$ cat src/rtl/rf_op_sequencer.sv
// Purpose : sequences ADD/SUB/AND/LDI on a single-read-port register file (read A, read B, compute, write back)
//           and keeps registered carry/zero flags.
// Latency : ALU ops write at acceptance edge +3 with done in the following cycle; LDI writes at acceptance edge +1.
// Backpr. : ready is high only in IDLE; start while busy is dropped (not queued).
// Ports   : clk/rst_b (sync active-low); command start/op/src_a/src_b/dst/imm; status ready/done/carry/zero;
//           register file read (rf_rd_addr -> rf_rd_data) and write (rf_wr_e/rf_wr_addr/rf_wr_data) pins.
module rf_op_sequencer #(
    parameter int W  = 8,
    parameter int AW = 2
) (
    input  logic          clk,
    input  logic          rst_b,
    input  logic          start,
    input  logic [1:0]    op,
    input  logic [AW-1:0] src_a,
    input  logic [AW-1:0] src_b,
    input  logic [AW-1:0] dst,
    input  logic [W-1:0]  imm,
    output logic          ready,
    output logic          done,
    output logic          carry,
    output logic          zero,
    output logic [AW-1:0] rf_rd_addr,
    input  logic [W-1:0]  rf_rd_data,
    output logic          rf_wr_e,
    output logic [AW-1:0] rf_wr_addr,
    output logic [W-1:0]  rf_wr_data
);

    localparam logic [1:0] OP_ADD = 2'b00;
    localparam logic [1:0] OP_SUB = 2'b01;
    localparam logic [1:0] OP_AND = 2'b10;
    localparam logic [1:0] OP_LDI = 2'b11;

    typedef enum logic [2:0] {
        S_IDLE = 3'd0,
        S_RD_A = 3'd1,
        S_RD_B = 3'd2,
        S_WB   = 3'd3,
        S_DONE = 3'd4
    } state_t;

    state_t state;
    state_t state_nxt;

    logic [1:0]    op_q;
    logic [AW-1:0] src_a_q;
    logic [AW-1:0] src_b_q;
    logic [AW-1:0] dst_q;
    logic [W-1:0]  imm_q;
    logic [W-1:0]  opa_q;
    logic [W-1:0]  opb_q;

    logic [W-1:0]  result;
    logic          result_c;
    logic [W:0]    arith_ext;

    // State register
    always_ff @(posedge clk) begin
        if (!rst_b) begin
            state <= S_IDLE;
        end else begin
            state <= state_nxt;
        end
    end

    // Next-state logic: LDI needs no operands so it skips both read states
    always_comb begin
        state_nxt = state;
        case (state)
            S_IDLE:  if (start) state_nxt = (op == OP_LDI) ? S_WB : S_RD_A;
            S_RD_A:  state_nxt = S_RD_B;
            S_RD_B:  state_nxt = S_WB;
            S_WB:    state_nxt = S_DONE;
            S_DONE:  state_nxt = S_IDLE;
            default: state_nxt = S_IDLE;
        endcase
    end

    // Output logic
    always_comb begin
        ready      = 1'b0;
        done       = 1'b0;
        rf_rd_addr = '0;
        rf_wr_e    = 1'b0;
        rf_wr_addr = '0;
        rf_wr_data = '0;
        case (state)
            S_IDLE: ready = 1'b1;
            S_RD_A: rf_rd_addr = src_a_q;
            S_RD_B: rf_rd_addr = src_b_q;
            S_WB: begin
                rf_wr_e    = 1'b1;
                rf_wr_addr = dst_q;
                rf_wr_data = result;
            end
            S_DONE: done = 1'b1;
            default: ;
        endcase
    end

    // Result and carry/borrow from the captured operands. The subtraction is
    // done one bit wider so the top bit is the borrow (set when opA < opB).
    always_comb begin
        arith_ext = '0;
        result    = '0;
        result_c  = 1'b0;
        case (op_q)
            OP_ADD: begin
                arith_ext = {1'b0, opa_q} + {1'b0, opb_q};
                result    = arith_ext[W-1:0];
                result_c  = arith_ext[W];
            end
            OP_SUB: begin
                arith_ext = {1'b0, opa_q} - {1'b0, opb_q};
                result    = arith_ext[W-1:0];
                result_c  = arith_ext[W];
            end
            OP_AND: result = opa_q & opb_q;
            default: result = imm_q;
        endcase
    end

    // Command latch, operand capture and flags. Operands are captured before
    // the write-back, so aliased src/dst always see pre-operation values.
    always_ff @(posedge clk) begin
        if (!rst_b) begin
            op_q    <= '0;
            src_a_q <= '0;
            src_b_q <= '0;
            dst_q   <= '0;
            imm_q   <= '0;
            opa_q   <= '0;
            opb_q   <= '0;
            carry   <= 1'b0;
            zero    <= 1'b0;
        end else begin
            if (state == S_IDLE && start) begin
                op_q    <= op;
                src_a_q <= src_a;
                src_b_q <= src_b;
                dst_q   <= dst;
                imm_q   <= imm;
            end
            if (state == S_RD_A) opa_q <= rf_rd_data;
            if (state == S_RD_B) opb_q <= rf_rd_data;
            if (state == S_WB) begin
                carry <= result_c;
                zero  <= (result == '0);
            end
        end
    end

endmodule

$ cat config.mk
export PLATFORM = sky130hd
export DESIGN_NAME = rf_op_sequencer
export DESIGN_NICKNAME = d
export VERILOG_FILES = /design/src/rtl/rf_op_sequencer.sv
export SDC_FILE = /design/constraint.sdc
export NUM_CORES = 1
export LEC_CHECK = 0
export ABC_AREA = 1
export ABC_CLOCK_PERIOD_IN_PS = 5400
export CAP_MARGIN = 10
export CORE_ASPECT_RATIO = 0.6
export CORE_UTILIZATION = 56
export DETAILED_ROUTE_END_ITERATION = 8
export PLACE_DENSITY = 0.95
export SLEW_MARGIN = 20
export SYNTH_ARGS = -nofsm -noshare
export SYNTH_HDL_FRONTEND = slang
export SYNTH_SLANG_ARGS = --single-unit
$ cat constraint.sdc
create_clock -name clk -period 5.4 [get_ports clk]
set_input_delay 1.35 -clock clk [delete_from_list [all_inputs] [get_ports clk]]
set_output_delay 1.35 -clock clk [all_outputs]
set_load 0.05 [all_outputs]
; Word level (Yosys, flattened, before mapping)
; Cells that the tools add are included.
[totals]
reg_bits = 37
inputBits = 27
wordCells = 36
[op_classes]
add_sub_neg = 2
eq_ne = 8
mux = 11
bitwise = 1
reduce_logical = 4
[ops]
columns = cell, count
row1 = 8-bit case mux with 3 select lines, 1
row2 = 3-bit case mux with 4 select lines, 1
row3 = 8-bit by 8-bit adder with 9-bit output, 1
row4 = 8-bit by 8-bit subtractor with 9-bit output, 1
row5 = 8-bit AND, 1
row6 = 8-bit logical NOT, 1
row7 = 8-bit 2-to-1 mux, 1
row8 = 3-bit by 2-bit == test with 1-bit output (second input constant), 2
row9 = 2-bit == test (second input constant), 2
row10 = 2-bit 2-to-1 mux, 2
row11 = 2-bit case mux with 2 select lines, 1
row12 = 3-bit by 1-bit == test with 1-bit output (second input constant), 1
row13 = 3-bit == test (second input constant), 1
row14 = 3-bit logical NOT, 1
row15 = 1-bit 2-to-1 mux, 3
row16 = 3-bit 2-to-1 mux, 1
row17 = 2-bit by 1-bit == test with 1-bit output (second input constant), 1
row18 = 2-bit logical NOT, 1
row19 = 2-bit != test (second input constant), 1
row20 = 1-bit case mux with 2 select lines, 1
row21 = 1-bit logical AND, 1

; Logic depth before layout (Yosys ltp)
; Gate-level depths: netlist (run 1).
[depth]
word_depth = 4
depth_mapped = 15
mapped_depth_nobuf = 15

; Worst setup path before layout (run 1)
; OpenSTA, ideal clock, no wires.
[synth_path]
path_type = reg-to-output
startpoint = register opa_q[0]
endpoint = output port rf_wr_data[6]
arrival_ns = 2.100
t_required_ns = 4.050
slack_ns = 1.950
path_stages_with_launch = 14
path_buffers = 0
path_cell_list = dfxtp_1 > inv_1 > ha_1 > inv_1 > fa_1 > nand2_1 > nand2_1 > nand3_2 > nand2_1 > nand2_1 > nand3_1 > nand4_1 > inv_1 > nor2_1
[synth_via]
elab_chain_len = 3
elab_cells_between_ends = 4
cone_classes = 2 x add/sub / 2 x mux
[synth_lines]
columns = element, line
row1 = "start, declared", 51  ; logic [W-1:0] opa_q;
row2 = "start signal, assigned", 145  ; if (state == S_RD_A) opa_q <= rf_rd_data;
row3 = 8-bit by 8-bit subtractor with 9-bit output or 8-bit by 8-bit adder with 9-bit output (tied branches), "115, 110"
row4 = 8-bit case mux with 3 select lines (*), 108  ; case (op_q)
row5 = 8-bit 2-to-1 mux (*), 88  ; case (state)
row6 = "end, declared", 27  ; output logic [W-1:0] rf_wr_data
; Every way passes the cells marked *; elsewhere a longest branch is shown, timed or not.

; Worst setup path after layout (run 1)
; Ends and elaborated chain as after synthesis.

==> run metrics, run 1 <==
ys async rst share 0%; # H-tree levels 2; sequential-to-total area share from yosys stat 31.4%; fill cell count 304; Sink Count 37; hold_buf cts 0; routed vias/inst 5.52; Diodes inserted 0; area of the multi-input gates 1340 µm²; cell area after layout 2920 µm²; leakage 1.31 nW; grt peak-use layer met2; Post-Synthesis Cells 357; clock latency on the worst-skew pair 0.29 ns; status finished, final reports clean; crit path launch opa_q[0]$_SDFFE_PN0P_; largest net degree at the start of global routing 30; vias in the first global route 2204; Critical Path End Type output port; Crit Path Category flip-flop to output port; setup repair bufs after CTS 0; Distinct cells, synth 28; detailed placement HPWL 4850 µm; arrival time at the worst endpoint 2.91 ns; WL/cell 14.1 µm; DRC errors left 0; final wirelength 6420 µm; CP Max Fanout 3; Layout area overhead 23.8%; Max VDD drop 170 µV; Core Footprint 3850 µm²; minimum clock period after layout 4.26 ns; skew final 0.00419 ns; number of buffers created by CTS 5; initial antenna violation count 0; share of layout cells above drive strength 1 6.55%; Overflow after GRT 0; EDFF count, synth 0; antenna-violating nets left 0; Final Max Tran Viols 0; Fmax 235 MHz; die area 4480 µm²; RSZ-0062 raised after global routing false; Setup violations, final 0; Yosys warning total 0; Worst Hold Class flip-flop to flip-flop; CTS max path bufs 2; die width 85.8 µm; syn_nets 403; IO Pins 44; CP Launch Type flip-flop; clock transition at the registers of the reported paths 0.08 ns; Relative slew margins 46.8%; GR Layer Usage met2 48.0%; Cell Area, Synth 2360 µm²; RR Startpoint opa_q[0]$_SDFFE_PN0P_; PwrDens 298 nW/µm²; RD Place Congestion 0.950; DR pass1 iterations 5; Synth Register Bits 37; commonest non-fill, non-tap cell in the layout nand2_1; beginning of the worst hold path dst_q[0]$_SDFFE_PN0P_; Port Buffer Count 43; Fin. Hold Viols 0; main flop type after synthesis dfxtp_1; Sequential Area 741 µm²; Final Cycle Share 78.9%; CTS-repair resized insts 0; met3 usage 7.56%; CP required 4.05 ns; CTS root buf clkbuf_8; max cap viols 0; Global Route Usage Sum 31.1%; Die Ht 52.3 µm; met1 GRT Util 43.8%; first-pass GRT wire length 10400 µm; Synth Area per Inst 6.60 µm²; clock tree from TritonCTS done; initial drt markers 196; FP Rows 17; via count 2506; worst slew pin tran 0.797 ns; Layout Nets 442; Initial Util 61.2%; most frequent cells in the layout nand2_1, inv_1, clkdlybuf4s50_1; Area after DPL 2810 µm²; Setup TNS 0 ns
-- per-stage QoR --
step	setup WS, ns	util [%]	power (mW)	hold WS, ns	std cells
final	1.14	75.8	0.869	0.452	454
after detailed placement	1.53	72.9	0.618	0.443	446
after CTS	1.17	75.8	0.863	0.455	454
after global placement	1.60	72.9	0.608	0.438	446
after global routing	0.990	75.8	0.919	0.483	454
after floorplan	1.95	-	0.539	0.429	357
-- Yosys cell counts, drive strengths merged, types with 3 or more instances --
master,number,area share [%]
o22ai,3,0.80
nand2,78,13
clkbuf,6,0.96
dfxtp,37,31
ha,17,9.0
inv,57,9.1
nand4,4,1.3
buf,6,1.5
nor2,30,5.1
nand3,37,8.3
o21ai,30,6.4
a21oi,41,9.2
-- final cells by class --
type	count	share of cell area, %
well taps	57	2.44
flip-flops and latches	37	25.4
clock inverters	2	1.33
multi-input cells	251	46.0
inverters	57	7.33
repair buffers	44	15.0
clock buffers	6	2.49
-- state kept, by name, summed over array words and instances, names as in the netlist --
| signal | cells |
|---|---|
| imm_q | 8 |
| opa_q | 8 |
| opb_q | 8 |
| state | 3 |
| dst_q | 2 |
| op_q | 2 |
| src_a_q | 2 |
| src_b_q | 2 |
| carry | 1 |
| zero | 1 |
-- worst paths after layout --
path	to	slack, ns	cells past startpoint
setup reg to reg	zero$_SDFFE_PN0P_	3.35	12
setup / recovery	rf_wr_data[6]	1.14	14
hold / removal	dst_q[0]$_SDFFE_PN0P_	0.45	2
hold reg to reg	dst_q[0]$_SDFFE_PN0P_	0.45	2
-- routing by layer --
metal | vias up | wire length [µm]
li1 | 1238 | -
met1 | 1131 | 3000
met2 | 128 | 2710
met3 | 9 | 643
met4 | 0 | 64
met5 | - | 0
-- critical path: stages (launching register included) --
cell and delay [ns]:
dfxtp_1 0.33, inv_1 0.10, ha_1 0.15, inv_1 0.05
fa_1 0.38, nand2_1 0.09, nand2_1 0.10, nand3_2 0.09
nand2_1 0.08, nand2_1 0.08, nand3_1 0.07, nand4_1 0.12
inv_1 0.05, nor2_1 0.09, clkdlybuf4s50_1 0.83
-- power breakdown --
part	switching, mW	leakage, nW	internal [mW]
registers	0.0220	0.304	0.301
logic	0.195	0.948	0.105
clock network	0.107	0.0554	0.139
total	0.324	1.31	0.545
-- cells by family after synthesis --
kind of cell | synth area share (%)
AO/OA/AOI/OAI | 17.9
AND/OR/NAND/NOR | 28.4
flip-flops | 31.4
adder cells (fa/ha/maj) | 10.7
buffers and inverters | 11.6
(Power assumes the default switching activity.)
==> run 2: changes to the inputs <==
--- a/config.mk
+++ b/config.mk
@@ -6,12 +6,12 @@
 export NUM_CORES = 1
 export LEC_CHECK = 0
 export ABC_AREA = 1
-export ABC_CLOCK_PERIOD_IN_PS = 5400
+export ABC_CLOCK_PERIOD_IN_PS = 3900
 export CAP_MARGIN = 10
 export CORE_ASPECT_RATIO = 0.6
-export CORE_UTILIZATION = 56
+export CORE_UTILIZATION = 47
 export DETAILED_ROUTE_END_ITERATION = 8
-export PLACE_DENSITY = 0.95
+export PLACE_DENSITY = 0.87
 export SLEW_MARGIN = 20
 export SYNTH_ARGS = -nofsm -noshare
 export SYNTH_HDL_FRONTEND = slang
==> constraint.sdc (replaced) <==
create_clock -name clk -period 3.9 [get_ports clk]
set_input_delay 0.975 -clock clk [delete_from_list [all_inputs] [get_ports clk]]
set_output_delay 0.975 -clock clk [all_outputs]
set_load 0.05 [all_outputs]
==> run 2 against run 1 <==
Wire length decreased by 1.2%; design area rose by 0.17%; clock skew is 0.0013 ns lower; combinational power rose by 36%; die area is 19% higher; count of clock-buffer cells in the layout unchanged; first-iteration DRC count is 9.7% higher; critical path depth is 6 lower; critical endpoint is now rf_wr_data[2]; via count decreased by 3.0%; largest power group unchanged; utilization is 13 points lower.
==> run metrics, run 2 (synthesis gave the netlist of run 1 again) <==
peak per-stage delay on the critical path 0.82 ns (about the same); Crit path depth 8 (-6); critical path's top delay family buffers and inverters; CP required 2.92 ns (-1.13 ns); Core Footprint 4680 µm² (+22%); pre-CTS WS 0.391 ns (-1.14 ns); Final Max Tran Viols 0 (unchanged); clock tree from TritonCTS done; area of the multi-input gates 1340 µm² (unchanged); Layout Nets 442 (unchanged); DR pass1 iterations 5 (unchanged); clock latency on the worst-skew pair 0.30 ns (about the same); fill cell count 428 (+41%); via count 2430 (-3.0%); end of the critical path rf_wr_data[2]; WL/cell 13.8 µm (-2.5%); setup repair bufs after CTS 0 (unchanged); CP Max Fanout 4 (+1); IO Pins 44 (unchanged); Final WS setup 0.310 ns (-0.832 ns); PwrDens 394 nW/µm² (+32%); minimum clock period after layout 3.59 ns; routed vias/inst 5.28 (-4.3%); slowest library cell on the worst path clkdlybuf4s50_1; DRC errors left 0 (unchanged); CTS max path bufs 2 (unchanged); Critical Path End Type output port; Worst Hold Class flip-flop to flip-flop; most frequent cells in the layout nand2_1, inv_1, a21oi_1, clkdlybuf4s50_1, dfxtp_1; Buf+Inv Stages, Crit Path 2 (-2); crit path launch opb_q[0]$_SDFFE_PN0N_; Crit Path Category flip-flop to output port; number of buffers created by CTS 5 (unchanged); reg2reg setup slack 1.84 ns (-1.51 ns); commonest non-fill, non-tap cell in the layout nand2_1; Die Ht 56.9 µm (+8.8%); RSZ-0062 raised after global routing false; clock transition at the registers of the reported paths 0.08 ns (about the same); CTS-repair resized insts 0 (unchanged); final wirelength 6340 µm (-1.2%); max cap viols 0 (unchanged); Overflow after GRT 0 (unchanged); Largest regs imm_q (8), opa_q (8), opb_q (8); detailed placement HPWL 4810 µm (-0.92%); skew final 0.00289 ns (-0.00129 ns); Setup violations, final 0 (unchanged); Max VDD drop 261 µV (+53%); CTS root buf clkbuf_8; Fmax 279 MHz; largest net degree at the start of global routing 30 (unchanged); initial antenna violation count 0 (unchanged); Sequential Area 741 µm² (unchanged); RD Place Congestion 0.936 (-1.5%); Setup TNS 0 ns (unchanged); hold_buf cts 0 (unchanged); leakage 1.40 nW (+6.8%); vias in the first global route 2104 (-4.5%); Sink Count 37 (unchanged); arrival time at the worst endpoint 2.62 ns (-0.29 ns); Initial Util 50.3% (-11 points); Layout area overhead 24.0%; Diodes inserted 0 (unchanged); antenna-violating nets left 0 (unchanged); die width 93.4 µm (+8.9%); Final Cycle Share 92.1%; die area 5310 µm² (+19%); worst slew pin tran 0.796 ns (-0.000617 ns); # H-tree levels 2 (unchanged); FF-to-FF End zero$_SDFFE_PN0P_; Fin. Hold Viols 0 (unchanged); r2r worst-path depth 15 (+3); initial drt markers 215 (+9.7%); status finished, final reports clean; FP Rows 19 (+2); CP Launch Type flip-flop; RR Startpoint opa_q[0]$_SDFFE_PN0P_; worst-path cell chain ha_1, fa_1, nand2_1, nand3_1, o2111ai_1, inv_1, nor2_1, clkdlybuf4s50_1; Global Route Usage Sum 25.2% (-6.0 points); first-pass GRT wire length 10300 µm (-1.4%); Relative slew margins 46.8% (about the same); share of layout cells above drive strength 1 6.80% (+0.25 points); Port Buffer Count 43 (unchanged)
-- run 2: cell count changes in the layout (fill, tap and decap cells not counted), sizes merged --
cell	delta
clkinv	+1
clkdlybuf4s50	-5
bufinv	-1
dlymetal6s2s	+5
-- run 2: tightest hold or removal path, delay by kind of cell, from the launching register on --
family | cells | cell delay [ns]
flip-flops | 1 | 0.30
buffers and inverters | 1 | 0.06
AO/OA/AOI/OAI | 1 | 0.05
-- run 2: layout make-up --
type                            instances  area share (%)
Multi-Input combinational cell        251            46.0
Sequential cell                        37            25.3
Timing Repair Buffer                   44            15.4
Inverter                               57            7.32
Clock buffer                            6            2.82
Tap cell                               63            2.70
Clock inverter                          2           0.471
-- run 2: per-stage QoR --
stage | total power, mW | cells | hold WS, ns | util (%) | cell area [µm²]
6_report | 1.15 | 460 | 0.458 | 62.4 | 2920
4_1_cts | 1.15 | 460 | 0.462 | 62.2 | 2910
2_1_floorplan | 0.746 | 357 | 0.429 | - | 2360
3_5_place_dp | 0.855 | 452 | 0.450 | 60.1 | 2820
5_1_grt | 1.22 | 460 | 0.488 | 62.4 | 2920
3_3_place_gp | 0.846 | 452 | 0.437 | 60.1 | 2820
-- run 2: report_power, final --
group / internal, mW / switching [mW]
clock network: 0.143 / 0.151
logic: 0.145 / 0.264
registers: 0.417 / 0.0299
total: 0.706 / 0.445
-- run 2: how the worst min path moves through the flow --
stage | from | to | slack [ns] | cells after the start
after global placement | src_b_q[0]$_SDFFE_PN0P_ | src_b_q[0]$_SDFFE_PN0P_ | 0.44 | 2
after detailed placement | dst_q[0]$_SDFFE_PN0P_ | dst_q[0]$_SDFFE_PN0P_ | 0.45 | 2
after global routing | dst_q[0]$_SDFFE_PN0P_ | dst_q[0]$_SDFFE_PN0P_ | 0.49 | 2
final | dst_q[0]$_SDFFE_PN0P_ | dst_q[0]$_SDFFE_PN0P_ | 0.46 | 2
after floorplan | src_b_q[0]$_SDFFE_PN0P_ | src_b_q[0]$_SDFFE_PN0P_ | 0.43 | 2
after CTS | src_a_q[0]$_SDFFE_PN0P_ | src_a_q[0]$_SDFFE_PN0P_ | 0.46 | 2
-- run 2: per-layer routing --
layer	GRT usage [%]	vias up	part of all wire (%)
li1	-	1231	-
met1	39.9	1101	51
met2	33.4	94	40
met3	5.56	4	8.0
met4	5.71	0	0.54
met5	0	-	0
